==> src/rtl/iic_pkg.sv <==
// Shared types and constants for the IIC target and its line monitor.
package iic_pkg;

  typedef enum logic [3:0] {
    S_IDLE,
    S_ADDR,
    S_ADDR_ACK,
    S_REG,
    S_REG_ACK,
    S_WDATA,
    S_WDATA_ACK,
    S_RDATA,
    S_RDATA_ACK,
    S_WAIT_STOP
  } iic_slave_state_e;

  localparam logic IIC_ACK  = 1'b0;
  localparam logic IIC_NACK = 1'b1;

  // Address byte is {7-bit address, rw}
  function automatic logic addr_match(input logic [7:0] addr_byte, input logic [6:0] dev);
    return addr_byte[7:1] == dev;
  endfunction

endpackage

==> src/rtl/iic_slave_if.sv <==
// Bus-side and register-port signals of the IIC target, grouped with modports.
interface iic_slave_if;
  logic       en;
  logic       scl_i;
  logic       sda_i;
  logic       sda_o;
  logic       sda_t;
  logic [7:0] reg_addr;
  logic [7:0] reg_wdata;
  logic       reg_we;
  logic       reg_re;
  logic [7:0] reg_rdata;
  logic       busy;
  logic       done;

  modport slave (
    input  en, scl_i, sda_i, reg_rdata,
    output sda_o, sda_t, reg_addr, reg_wdata, reg_we, reg_re, busy, done
  );

  modport master (
    output en, scl_i, sda_i, reg_rdata,
    input  sda_o, sda_t, reg_addr, reg_wdata, reg_we, reg_re, busy, done
  );
endinterface

==> src/rtl/iic_line_sync.sv <==
// SCL/SDA synchronizer with SCL edge and START/STOP condition detection.
module iic_line_sync #(
  parameter int unsigned SYNC_STAGES = 2
) (
  input  logic clk,
  input  logic rst,
  input  logic scl_i,
  input  logic sda_i,
  output logic sda,
  output logic scl_rise,
  output logic scl_fall,
  output logic start,
  output logic stop
);

  logic [SYNC_STAGES-1:0] scl_sync;
  logic [SYNC_STAGES-1:0] sda_sync;
  logic                   scl_d;
  logic                   sda_d;
  logic                   scl_s;

  // Idle bus is high on both lines, so reset to 1 to avoid false edges
  always_ff @(posedge clk or posedge rst) begin
    if (rst) begin
      scl_sync <= '1;
      sda_sync <= '1;
      scl_d    <= 1'b1;
      sda_d    <= 1'b1;
    end else begin
      scl_sync <= {scl_sync[SYNC_STAGES-2:0], scl_i};
      sda_sync <= {sda_sync[SYNC_STAGES-2:0], sda_i};
      scl_d    <= scl_sync[SYNC_STAGES-1];
      sda_d    <= sda_sync[SYNC_STAGES-1];
    end
  end

  assign scl_s    = scl_sync[SYNC_STAGES-1];
  assign sda      = sda_sync[SYNC_STAGES-1];
  assign scl_rise = scl_s & ~scl_d;
  assign scl_fall = ~scl_s & scl_d;
  assign start    = scl_s & scl_d & sda_d & ~sda;
  assign stop     = scl_s & scl_d & ~sda_d & sda;

endmodule

==> src/rtl/iic_slave.sv <==
// IIC target with register-pointer write/read access.
// Optional IIC_SLAVE_AUTOINC_EN: reg_addr post-increments after each written or read byte.
module iic_slave
  import iic_pkg::*;
#(
  parameter int unsigned SYNC_STAGES = 2,
  parameter logic [6:0]  DEV_ADDR    = 7'h51
) (
  input  logic         clk,
  input  logic         rst,
  iic_slave_if.slave   bus
);

  logic             sda_s;
  logic             scl_rise;
  logic             scl_fall;
  logic             start_det;
  logic             stop_det;
  logic [7:0]       rx_byte;

  iic_slave_state_e state_q, state_d;
  logic [2:0]       bit_cnt_q, bit_cnt_d;
  logic [7:0]       shift_q, shift_d;
  logic             sda_t_q, sda_t_d;
  logic [7:0]       reg_addr_q, reg_addr_d;
  logic [7:0]       reg_wdata_q, reg_wdata_d;
  logic             reg_we_q, reg_we_d;
  logic             reg_re_q, reg_re_d;
  logic             busy_q, busy_d;
  logic             done_q, done_d;
  logic             matched_q, matched_d;
  logic             rw_q, rw_d;
  logic             ack_pend_q, ack_pend_d;
  logic             load_pend_q, load_pend_d;

  iic_line_sync #(.SYNC_STAGES(SYNC_STAGES)) u_sync (
    .clk      (clk),
    .rst      (rst),
    .scl_i    (bus.scl_i),
    .sda_i    (bus.sda_i),
    .sda      (sda_s),
    .scl_rise (scl_rise),
    .scl_fall (scl_fall),
    .start    (start_det),
    .stop     (stop_det)
  );

  assign rx_byte = {shift_q[6:0], sda_s};

  always_comb begin
    state_d     = state_q;
    bit_cnt_d   = bit_cnt_q;
    shift_d     = shift_q;
    sda_t_d     = sda_t_q;
    reg_addr_d  = reg_addr_q;
    reg_wdata_d = reg_wdata_q;
    reg_we_d    = 1'b0;
    reg_re_d    = 1'b0;
    busy_d      = busy_q;
    done_d      = 1'b0;
    matched_d   = matched_q;
    rw_d        = rw_q;
    ack_pend_d  = ack_pend_q;
    load_pend_d = 1'b0;

`ifdef IIC_SLAVE_AUTOINC_EN
    if (reg_we_q) reg_addr_d = reg_addr_q + 8'd1;
`endif

    if (!bus.en) begin
      state_d    = S_IDLE;
      sda_t_d    = 1'b1;
      busy_d     = 1'b0;
      matched_d  = 1'b0;
      ack_pend_d = 1'b0;
    end else if (stop_det) begin
      state_d    = S_IDLE;
      sda_t_d    = 1'b1;
      busy_d     = 1'b0;
      done_d     = matched_q;
      matched_d  = 1'b0;
      ack_pend_d = 1'b0;
    end else if (start_det) begin
      state_d    = S_ADDR;
      bit_cnt_d  = '0;
      sda_t_d    = 1'b1;
      busy_d     = 1'b1;
      matched_d  = 1'b0;
      ack_pend_d = 1'b0;
    end else if (load_pend_q) begin
      // reg_rdata is valid while reg_re is high; first bit goes out right away
      shift_d   = bus.reg_rdata;
      sda_t_d   = bus.reg_rdata[7];
      bit_cnt_d = '0;
    end else begin
      case (state_q)
        // Byte-receive states: shift on rise, enter ACK phase on the fall after bit 8
        S_ADDR, S_REG, S_WDATA: begin
          if (scl_rise) begin
            shift_d   = rx_byte;
            bit_cnt_d = bit_cnt_q + 3'd1;
            if (bit_cnt_q == 3'd7) begin
              ack_pend_d = 1'b1;
              if (state_q == S_ADDR) begin
                if (addr_match(rx_byte, DEV_ADDR)) begin
                  matched_d = 1'b1;
                  rw_d      = rx_byte[0];
                end else begin
                  state_d    = S_WAIT_STOP;
                  ack_pend_d = 1'b0;
                end
              end else if (state_q == S_REG) begin
                reg_addr_d = rx_byte;
              end else begin
                reg_wdata_d = rx_byte;
                reg_we_d    = 1'b1;
              end
            end
          end else if (scl_fall && ack_pend_q) begin
            ack_pend_d = 1'b0;
            sda_t_d    = IIC_ACK;
            case (state_q)
              S_ADDR:  state_d = S_ADDR_ACK;
              S_REG:   state_d = S_REG_ACK;
              default: state_d = S_WDATA_ACK;
            endcase
          end
        end
        S_ADDR_ACK: begin
          if (scl_fall) begin
            bit_cnt_d = '0;
            if (rw_q) begin
              state_d     = S_RDATA;
              reg_re_d    = 1'b1;
              load_pend_d = 1'b1;
            end else begin
              state_d = S_REG;
              sda_t_d = 1'b1;
            end
          end
        end
        S_REG_ACK, S_WDATA_ACK: begin
          if (scl_fall) begin
            state_d   = S_WDATA;
            sda_t_d   = 1'b1;
            bit_cnt_d = '0;
          end
        end
        S_RDATA: begin
          if (scl_rise) begin
            bit_cnt_d = bit_cnt_q + 3'd1;
            if (bit_cnt_q == 3'd7) ack_pend_d = 1'b1;
          end else if (scl_fall) begin
            if (ack_pend_q) begin
              ack_pend_d = 1'b0;
              sda_t_d    = 1'b1;
              state_d    = S_RDATA_ACK;
            end else begin
              shift_d = {shift_q[6:0], 1'b0};
              sda_t_d = shift_q[6];
            end
          end
        end
        S_RDATA_ACK: begin
          if (scl_rise) begin
`ifdef IIC_SLAVE_AUTOINC_EN
            reg_addr_d = reg_addr_q + 8'd1;
`endif
            if (sda_s == IIC_NACK) state_d = S_WAIT_STOP;
            else ack_pend_d = 1'b1;
          end else if (scl_fall && ack_pend_q) begin
            ack_pend_d  = 1'b0;
            reg_re_d    = 1'b1;
            load_pend_d = 1'b1;
            state_d     = S_RDATA;
          end
        end
        default: ;
      endcase
    end
  end

  always_ff @(posedge clk or posedge rst) begin
    if (rst) begin
      state_q     <= S_IDLE;
      bit_cnt_q   <= '0;
      shift_q     <= '0;
      sda_t_q     <= 1'b1;
      reg_addr_q  <= '0;
      reg_wdata_q <= '0;
      reg_we_q    <= 1'b0;
      reg_re_q    <= 1'b0;
      busy_q      <= 1'b0;
      done_q      <= 1'b0;
      matched_q   <= 1'b0;
      rw_q        <= 1'b0;
      ack_pend_q  <= 1'b0;
      load_pend_q <= 1'b0;
    end else begin
      state_q     <= state_d;
      bit_cnt_q   <= bit_cnt_d;
      shift_q     <= shift_d;
      sda_t_q     <= sda_t_d;
      reg_addr_q  <= reg_addr_d;
      reg_wdata_q <= reg_wdata_d;
      reg_we_q    <= reg_we_d;
      reg_re_q    <= reg_re_d;
      busy_q      <= busy_d;
      done_q      <= done_d;
      matched_q   <= matched_d;
      rw_q        <= rw_d;
      ack_pend_q  <= ack_pend_d;
      load_pend_q <= load_pend_d;
    end
  end

  assign bus.sda_o     = 1'b0;
  assign bus.sda_t     = sda_t_q;
  assign bus.reg_addr  = reg_addr_q;
  assign bus.reg_wdata = reg_wdata_q;
  assign bus.reg_we    = reg_we_q;
  assign bus.reg_re    = reg_re_q;
  assign bus.busy      = busy_q;
  assign bus.done      = done_q;

endmodule

==> src/flat_wrapper.sv <==
// flat-port wrapper written by rule: the top's interface ports become plain ports
module iic_slave_flat import iic_pkg::*;
#(
  parameter int unsigned SYNC_STAGES = 2,
  parameter logic [6:0]  DEV_ADDR    = 7'h51
)
  (clk, rst, bus_en, bus_scl_i, bus_sda_i, bus_reg_rdata, bus_sda_o, bus_sda_t, bus_reg_addr, bus_reg_wdata, bus_reg_we, bus_reg_re, bus_busy, bus_done);
  iic_slave_if bus_i ();
  input  logic clk;
  input  logic rst;
  input wire logic [$bits(bus_i.en)-1:0] bus_en;
  input wire logic [$bits(bus_i.scl_i)-1:0] bus_scl_i;
  input wire logic [$bits(bus_i.sda_i)-1:0] bus_sda_i;
  input wire logic [$bits(bus_i.reg_rdata)-1:0] bus_reg_rdata;
  output wire logic [$bits(bus_i.sda_o)-1:0] bus_sda_o;
  output wire logic [$bits(bus_i.sda_t)-1:0] bus_sda_t;
  output wire logic [$bits(bus_i.reg_addr)-1:0] bus_reg_addr;
  output wire logic [$bits(bus_i.reg_wdata)-1:0] bus_reg_wdata;
  output wire logic [$bits(bus_i.reg_we)-1:0] bus_reg_we;
  output wire logic [$bits(bus_i.reg_re)-1:0] bus_reg_re;
  output wire logic [$bits(bus_i.busy)-1:0] bus_busy;
  output wire logic [$bits(bus_i.done)-1:0] bus_done;
  assign bus_i.en = bus_en;
  assign bus_i.scl_i = bus_scl_i;
  assign bus_i.sda_i = bus_sda_i;
  assign bus_i.reg_rdata = bus_reg_rdata;
  assign bus_sda_o = bus_i.sda_o;
  assign bus_sda_t = bus_i.sda_t;
  assign bus_reg_addr = bus_i.reg_addr;
  assign bus_reg_wdata = bus_i.reg_wdata;
  assign bus_reg_we = bus_i.reg_we;
  assign bus_reg_re = bus_i.reg_re;
  assign bus_busy = bus_i.busy;
  assign bus_done = bus_i.done;
  iic_slave #(.SYNC_STAGES(SYNC_STAGES), .DEV_ADDR(DEV_ADDR)) u_core (.clk(clk), .rst(rst), .bus(bus_i));
endmodule
==> config.mk <==
export PLATFORM = sky130hd
export DESIGN_NAME = iic_slave_flat
export DESIGN_NICKNAME = d
export VERILOG_FILES = /design/src/rtl/iic_pkg.sv /design/src/rtl/iic_slave_if.sv /design/src/rtl/iic_line_sync.sv /design/src/rtl/iic_slave.sv /design/src/flat_wrapper.sv
export SDC_FILE = /design/constraint.sdc
export NUM_CORES = 1
export LEC_CHECK = 0
export BUFFER_PORTS_ARGS = -buffer_cell sky130_fd_sc_hd__buf_2
export CORE_ASPECT_RATIO = 1.25
export CORE_UTILIZATION = 55
export CTS_CLUSTER_DIAMETER = 100
export DETAILED_ROUTE_END_ITERATION = 16
export PLACE_DENSITY = 0.83
export RECOVER_POWER = 100
export SLEW_MARGIN = 10
export SYNTH_ARGS = -nofsm -noshare
export SYNTH_HDL_FRONTEND = slang
export SYNTH_SLANG_ARGS = --single-unit
==> constraint.sdc <==
create_clock -name clk -period 3.1 [get_ports clk]
set_input_delay 0.62 -clock clk [delete_from_list [all_inputs] [get_ports clk]]
set_output_delay 0.62 -clock clk [all_outputs]
set_load 0.03 [all_outputs]
==> reports/metrics.cfg, run 1 <==
[sta]
hold_ws_ns=0.330
clock.fmax_ghz=0.383
period_needed_ns=2.61
rsz0062_at_grt=no
finalHoldViolCount=0
fin_setup_tns_ns=0
finalMaxSlewViolations=0
fin_worst_skew_ns=0.00905
tightest_slew_ns=1.27
slew_headroom_pct=15.1
fin_crit_sh_pct=84.2
final-setup-viol-count=0

[power]
power.internal_mw=1.02
switching_power_mw=0.601
power.share.clock_pct=22.4
power.density_nw_per_um2=616
p_sw_share_pct=37.1
comb_power_share_pct=30.8
power.leakage_nw=1.17
peakVddDrop_uv=373
pwr-share-seq_pct=46.8

[global_routing]
antenna_found_initial=0
grt_overflow=0
grt_pass1_wl_um=8540
grt_usage_pct=25.7
grt_max_degree=26
first_global_vias=1802

[cells_and_area]
antennaDiodeCount=0
syn_to_final_growth_pct=10.2
drive_gt1_share_pct=19.5
fin_cells=322
utilization_pct=63.7
layout_common_cells=dfrtp_1, clkbuf_1, nand2_1, mux2_2, nor2_1
final_nets=283
final_common_cell=dfrtp_1

[logic_synthesis]
synth-main-ff-cell=dfrtp_1
syn_area_um2=2390
synth.area.top_cells=dfrtp_1, mux2_2, dfstp_2
synth_edf_count=0
synth_warnings=0
ys_ff_latch=44
yosysTopAreaCellShare_pct=38.8
synthesis.nets=252
syn_avg_cell_area_um2=10.2
synth_top_cell_by_area=dfrtp_1
synth-seq-area-share_pct=46.5
async_flop_share_pct=100
syn-instance-count=234
synth_cell_types=50

[routing]
vias=1942
vias_per_cell=6.03
wl_per_cell_um=16.2
drc=0
first_pass_iters=4
drt-initial-drc-count=111
finalWirelength_um=5220
ant_nets=0

[worst_hold_path]
hold_path.class=in -> async

[placed_design]
numPortBuffers=33
globalplace.congestion=1.00
dp.cells=314
dpl.hpwl_um=3800

[clock_tree]
ctsHoldBuffers=0
postCtsSetupRepairBufs=0
clk_latency_ns=0.30
tritoncts=yes
root_buffer=clkbuf_8
clk_pin_slew_ns=0.09
h-tree-depth=2
cts_resized=0
cts_inserted_buffers=5
cts_buffer_depth=2
numClockSinks=44

[floorplanning]
ioPinCount=35
die_h_um=75.7
fp.dieArea_um2=4610
core_um2=4130
die_width_um=60.9
start_util_pct=57.8
num_rows=26

[setup_path]
critPathMaxFanout=17
crit_type=reg -> reg
cp-end-kind=flop
required_ns=3.28
start_kind=flop
worstPathArrival_ns=2.79

[status]
outcome=completed

[flow_run]
drv_cap=0

[cells by family (layout without fill, tap and decap cells)]
kind of cell | Yosys count | in the layout | synth area share (%)
simple gates | 75 | 75 | 17.1
fa+ha+maj | 5 | 5 | 2.62
xor+xnor | 1 | 1 | 0.367
buf+inv | 25 | 57 | 4.61
mux | 32 | 32 | 14.5
compound gates | 51 | 51 | 14.1
flops | 44 | 44 | 46.5
other cells | 1 | 1 | 0.157
[Yosys cell counts, drive strengths merged (2+ instances only)]
cell	n
dfrtp	37
nand2	25
mux2	21
nor2	15
o21ai	12
a21oi	11
mux2i	11
inv	10
buf	9
dfstp	7
clkbuf	6
nor3	6
ha	5
nand2b	5
nand3	4
nand4	4
a211oi	3
a31oi	3
nor2b	3
nor4	3
a21o	2
a221oi	2
and3b	2
nand3b	2
o211ai	2
o21a	2
o22ai	2
o2bb2ai	2
o31ai	2
[power by group through the flow]
stage	combinational [mW]	sequential (mW)	clock, mW
after floorplan	0.434	0.722	0
after global placement	0.494	0.761	0
after detailed placement	0.503	0.766	0
after CTS	0.506	0.755	0.369
after global routing	0.564	0.770	0.386
final	0.500	0.758	0.363
[path summary, 6_finish.rpt]
check                                           from                        end  slack, ns  cells after the start
setup / recovery           u_core.u_sync.scl_sync[1]     u_core.bus.reg_addr[6]       0.49                      4
hold / removal                                   rst    u_core.bus.reg_wdata[7]       0.33                      2
setup reg to reg           u_core.u_sync.scl_sync[1]     u_core.bus.reg_addr[6]       0.49                      4
hold reg to reg            u_core.u_sync.scl_sync[0]  u_core.u_sync.scl_sync[1]       0.36                      0
max in group asynchronous                        rst     u_core.bus.reg_addr[7]       1.22                      3
min in group clk           u_core.u_sync.scl_sync[0]  u_core.u_sync.scl_sync[1]       0.36                      0
[sequential cells by signal, indices dropped and copies added, names as in the netlist, 2 cells and up]
signal	cells
u_core.u_sync.sda_sync	2
u_core.bit_cnt_q	3
u_core.bus.reg_addr	8
u_core.u_sync.scl_sync	2
u_core.state_q	4
u_core.bus.reg_wdata	8
u_core.shift_q	7
[through the flow]
step | power, mW | area, um^2 | setup slack, ns
5_1_grt | 1.72 | 2630 | 0.365
2_1_floorplan | 1.16 | 2390 | 1.04
3_3_place_gp | 1.25 | 2590 | 0.765
6_report | 1.62 | 2630 | 0.490
4_1_cts | 1.63 | 2680 | 0.698
3_5_place_dp | 1.27 | 2590 | 0.722
[critical path, cell delays in order, from the launching register on]
cell     delay (ns)
dfstp_1        0.58
ha_1           0.52
nand3_1        0.17
nor4_2         0.81
mux2_2         0.42
[routing by layer]
metal	vias to the layer above	GRT usage, %	share of wire [%]
li1	904	-	-
met3	16	4.41	5.2
met4	0	11.1	2.5
met2	75	44.0	52
met1	947	32.0	40
met5	-	0	0
[layout make-up]
type | instances | area (um^2)
fill | 347 | 1500
multi-input combinational | 165 | 1150
sequential | 44 | 1110
timing repair buffer | 39 | 173
clock buffer | 6 | 72.6
tap | 56 | 70.1
inverter | 10 | 37.5
clock inverter | 2 | 16.3
Note: power is estimated with default switching activity, not from simulation.
==> run 2: changes to the inputs <==
--- a/config.mk
+++ b/config.mk
@@ -5,6 +5,7 @@
 export SDC_FILE = /design/constraint.sdc
 export NUM_CORES = 1
 export LEC_CHECK = 0
+export ABC_AREA = 1
 export BUFFER_PORTS_ARGS = -buffer_cell sky130_fd_sc_hd__buf_2
 export CORE_ASPECT_RATIO = 1.25
 export CORE_UTILIZATION = 55
==> constraint.sdc (replaced) <==
create_clock -name clk -period 2.46 [get_ports clk]
set_input_delay 0.492 -clock clk [delete_from_list [all_inputs] [get_ports clk]]
set_output_delay 0.492 -clock clk [all_outputs]
set_load 0.03 [all_outputs]
==> run 2 against run 1 <==
Effect of this change: first-iteration DRC count grew 76%; die area grew 8.2%; wire length grew 19%; clock power grew 61%; global-route usage grew 1.0 points; synthesized area grew 8.4%; setup slack lost 0.14 ns; critical path depth grew 4; sequential cell count is the same; cell count grew 36%; core utilization shrank 0.25 points; largest power group unchanged; highest routed layer unchanged.
==> reports/metrics.cfg, run 2 <==
[status]
outcome=completed

[logic_synthesis]
synthesis.nets=360
synth-main-ff-cell=dfrtp_1
yosysTopAreaCellShare_pct=35.8
synth_common_cells=nand2_1, dfrtp_1, inv_1, nor2_1, o21ai_0
synth_edf_count=0
synth_warnings=0
synth.area.top_cells=dfrtp_1, nand2_1, dfstp_2
synth_top_cell_by_area=dfrtp_1
synth_cell_types=32
yosysMostFrequentCell=nand2_1
synth-seq-area-share_pct=42.9
async_flop_share_pct=100
syn_avg_cell_area_um2=7.57
syn-instance-count=342
syn_area_um2=2590
ys_ff_latch=44

[power]
peakVddDrop_uv=550
power.leakage_nw=1.43
power.density_nw_per_um2=849
power_mw=2.40

[routing]
vias_per_cell=5.43
wl_per_cell_um=14.3
drt-initial-drc-count=195
top_layer_used=met4
drc=0
finalWirelength_um=6240
wl_met1_um=2480
first_pass_iters=5
vias=2375
dr_wl_met3_um=384
ant_nets=0
route.met2.wl_um=3020

[floorplanning]
core_um2=4460
num_rows=27
start_util_pct=58.1
die_h_um=78.7
fp.dieArea_um2=4990
ioPinCount=35
die_width_um=63.4

[global_routing]
antenna_found_initial=0
grt_usage_pct=26.7
grt_pass1_wl_um=10300
first_global_vias=2241
grt_overflow=0
grt_max_degree=21

[sta]
finalHoldViolCount=0
slew_headroom_pct=36.6
fin_ws_ns=0.345
finalMaxSlewViolations=0
final-setup-viol-count=0
clock.fmax_ghz=0.473
fin_crit_sh_pct=86.0
fin_worst_skew_ns=0.00955
period_needed_ns=2.11
fin_setup_tns_ns=0
rsz0062_at_grt=no
tightest_slew_ns=0.952

[cells_and_area]
fillCellCount=429
syn_to_final_growth_pct=9.28
antennaDiodeCount=0
layout_common_cells=nand2_1, dfrtp_1, o21ai_0, inv_1, nor2_1
drive_gt1_share_pct=14.2
final_nets=396
final_common_cell=nand2_1
fin_area_um2=2830
utilization_pct=63.4

[setup_path]
crit_type=reg -> reg
worstPathArrival_ns=2.29
r2r_setup_slack_ns=0.35
required_ns=2.64
cp-end-kind=flop
critPathMaxFanout=17
start_kind=flop

[placed_design]
dpl-instance-area_um2=2780
numPortBuffers=33
dpl.hpwl_um=4800
post-place-ws_ns=0.364
globalplace.congestion=1.04

[clock_tree]
h-tree-depth=2
clk_pin_slew_ns=0.09
cts_inserted_buffers=5
ctsHoldBuffers=0
tritoncts=yes
numClockSinks=44
clk_latency_ns=0.30
postCtsSetupRepairBufs=0
root_buffer=clkbuf_8
cts_resized=0
cts_buffer_depth=2

[worst_hold_path]
hold_path.class=in -> async

[flow_run]
drv_cap=0

[run 2: worst paths after layout]
check	to	from	cells after the start
hold reg to reg	u_core.u_sync.scl_sync[1]	u_core.u_sync.scl_sync[0]	0
min in group clk	u_core.u_sync.scl_sync[0]	bus_scl_i	1
setup / recovery	u_core.bus.reg_wdata[2]	u_core.u_sync.scl_sync[1]	8
hold / removal	u_core.shift_q[2]	rst	2
setup reg to reg	u_core.bus.reg_wdata[2]	u_core.u_sync.scl_sync[1]	8
max in group asynchronous	u_core.bus.done	rst	3
[run 2: cell families (layout without fill, tap and decap cells)]
| family | after synthesis | after routing | synth area share [%] |
|---|---|---|---|
| AO/OA/AOI/OAI | 50 | 50 | 11.4 |
| buffers and inverters | 50 | 87 | 8.89 |
| adder cells (fa/ha/maj) | 5 | 5 | 2.42 |
| AND/OR/NAND/NOR | 192 | 192 | 34.3 |
| other | 1 | 1 | 0.145 |
| flip-flops | 44 | 44 | 42.9 |
[run 2: worst max-delay path: stages (launching register included)]
cell	delay, ns
dfstp_1	0.59
ha_1	0.35
inv_2	0.14
nor2_1	0.22
inv_1	0.10
nor3_2	0.12
nand3_2	0.26
nand2_1	0.13
o21ai_0	0.09
[run 2: layer usage]
| layer | GRT usage [%] | vias up |
|---|---|---|
| li1 | - | 1156 |
| met2 | 44.8 | 111 |
| met3 | 5.32 | 29 |
| met4 | 17.0 | 0 |
| met5 | 0 | - |
| met1 | 31.0 | 1079 |
[run 2: per-stage QoR]
step,hold slack [ns],instances
3_5_place_dp,0.347,429
6_report,0.155,437
4_1_cts,0.167,437
2_1_floorplan,0.345,342
5_1_grt,0.181,437
3_3_place_gp,0.346,429
[run 2: area by class of cell]
class	count	area [um^2]	share of cell area [%]
multi-input cells	248	1210	42.7
clock buffers	6	82.6	2.92
well taps	58	72.6	2.57
flip-flops and latches	44	1110	39.2
inverters	42	158	5.57
clock inverters	2	38.8	1.37
repair buffers	37	159	5.62
[run 2: where the power goes]
part / leakage (nW) / internal, mW / switching, mW / total [mW]
combinational: 0.800 / 0.268 / 0.612 / 0.880
clock: 0.0614 / 0.332 / 0.251 / 0.583
sequential: 0.567 / 0.849 / 0.0894 / 0.938
total: 1.43 / 1.45 / 0.952 / 2.40
==> run 3: changes to the inputs <==
--- a/config.mk
+++ b/config.mk
@@ -6,12 +6,12 @@
 export NUM_CORES = 1
 export LEC_CHECK = 0
 export ABC_AREA = 1
-export BUFFER_PORTS_ARGS = -buffer_cell sky130_fd_sc_hd__buf_2
 export CORE_ASPECT_RATIO = 1.25
 export CORE_UTILIZATION = 55
 export CTS_CLUSTER_DIAMETER = 100
 export DETAILED_ROUTE_END_ITERATION = 16
-export PLACE_DENSITY = 0.83
+export DONT_BUFFER_PORTS = 1
+export PLACE_DENSITY = 0.76
 export RECOVER_POWER = 100
 export SLEW_MARGIN = 10
 export SYNTH_ARGS = -nofsm -noshare
==> run 3 against run 2 <==
Effect of this change: the run now ends with capacitance limit, slew limit left; final area is 5.3% lower; sequential cell count stayed put; setup slack worse by 0.020 ns; non-clock buffer count is 35 lower; die area stayed put; global-route usage is 0.39 points lower; via count is 8.7% lower; cell count is 8.0% lower; clock-buffer cell count stayed put; largest power group unchanged; highest routed layer unchanged.
==> reports/metrics.cfg, run 3 (synthesis gave the netlist of run 2 again) <==
[setup_path]
path_cells=clkbuf_1 > a211oi_1 > nor3_4 > nand2_1 > o21ai_0
critPathMaxFanout=15
start_kind=flop
crit_slowest_cell=dfrtp_1
worstPathArrival_ns=2.35
cp-end-kind=flop
max_stage_delay_ns=0.63
critical-path-top-delay-family=flip-flops
required_ns=2.68
crit_type=reg -> reg
path_buf_inv=1

[sta]
slew_headroom_pct=-6.63
clock.fmax_ghz=0.468
period_needed_ns=2.13
rsz0062_at_grt=no
fin_setup_tns_ns=0
finalHoldViolCount=0
final-setup-viol-count=0
fin_worst_skew_ns=0.00366
fin_crit_sh_pct=86.8
finalMaxSlewViolations=45
tightest_slew_ns=1.60

[clock_tree]
h-tree-depth=2
tritoncts=yes
numClockSinks=44
ctsHoldBuffers=0
clk_latency_ns=0.30
cts_resized=0
cts_buffer_depth=2
root_buffer=clkbuf_8
clk_pin_slew_ns=0.08
cts_inserted_buffers=5
postCtsSetupRepairBufs=0

[floorplanning]
core_um2=4460
fp.dieArea_um2=4990
die_h_um=78.7
num_rows=27
die_width_um=63.4
start_util_pct=58.1
ioPinCount=35

[routing]
ant_nets=0
drc=0
first_pass_iters=4
drt-initial-drc-count=235
vias_per_cell=5.39
finalWirelength_um=6090
vias=2168
wl_per_cell_um=15.1

[power]
power.density_nw_per_um2=884
p_sw_share_pct=39.4
pwr-share-seq_pct=40.5
power_mw=2.37
switching_power_mw=0.935
power.share.clock_pct=24.5
power.internal_mw=1.44
comb_power_share_pct=35.0
peakVddDrop_uv=487
power.leakage_nw=1.35

[cells_and_area]
seqCellArea_um2=1110
layout_common_cells=nand2_1, inv_1, dfrtp_1, o21ai_0, nor2_1
antennaDiodeCount=0
final_nets=361
utilization_pct=60.1
final_common_cell=nand2_1
fillCellCount=440
multi_input_area_um2=1210
syn_to_final_growth_pct=3.53
fin_cells=402
drive_gt1_share_pct=11.0

[placed_design]
dp.cells=394
dpl.hpwl_um=4670
globalplace.congestion=0.960
numPortBuffers=0

[global_routing]
first_global_vias=2071
grt_pass1_wl_um=9910
grt_usage_pct=26.4
grt_overflow=0
antenna_found_initial=0
grt_max_degree=45

[status]
violations=capacitance limit, slew limit
outcome=finished with violations

[flow_run]
drv_cap=1

[worst_hold_path]
hold_path.class=in -> reg

-- run 3: worst register-to-register path, stage by stage, from the launching register on --
cell and delay, ns:
dfrtp_1 0.63, clkbuf_1 0.60, a211oi_1 0.18, nor3_4 0.44
nand2_1 0.12, o21ai_0 0.10
-- run 3: area by class of cell --
cell class	count	area share (%)
clock buffers	6	3.08
inverters	42	5.88
well taps	58	2.71
multi-input cells	248	45.1
flip-flops and latches	44	41.4
clock inverters	2	1.45
repair buffers	2	0.420
-- run 3: path summary, 6_finish.rpt --
path	to	start	cells past startpoint	slack, ns
max	u_core.shift_q[4]	u_core.load_pend_q	5	0.33
min	u_core.u_sync.sda_sync[0]	bus_sda_i	0	0.18
max reg2reg	u_core.shift_q[4]	u_core.load_pend_q	5	0.33
min reg2reg	u_core.u_sync.sda_sync[1]	u_core.u_sync.sda_sync[0]	0	0.36
max in group asynchronous	u_core.rw_q	rst	1	0.96
min in group asynchronous	u_core.bus.busy	rst	1	0.57
-- run 3: power groups by stage --
stage	logic, mW	clock network, mW	registers [mW]
floorplan	0.680	0	0.950
global placement	0.855	0	0.970
detailed placement	0.853	0	0.975
CTS	0.856	0.596	0.962
global route	0.947	0.617	0.973
finish	0.830	0.581	0.959
-- run 3: layer usage --
layer | part of all wire (%) | GRT usage (%)
met5 | 0 | 0
met4 | 4.4 | 15.5
met3 | 3.8 | 3.59
met2 | 51 | 46.8
met1 | 41 | 29.8
-- run 3: through the flow --
stage	area (um^2)	hold slack [ns]	setup WS, ns
3_3_place_gp	2600	0.346	0.465
2_1_floorplan	2590	0.345	0.685
4_1_cts	2730	0.171	0.451
6_report	2680	0.181	0.325
3_5_place_dp	2600	0.347	0.470
5_1_grt	2680	0.169	0.153
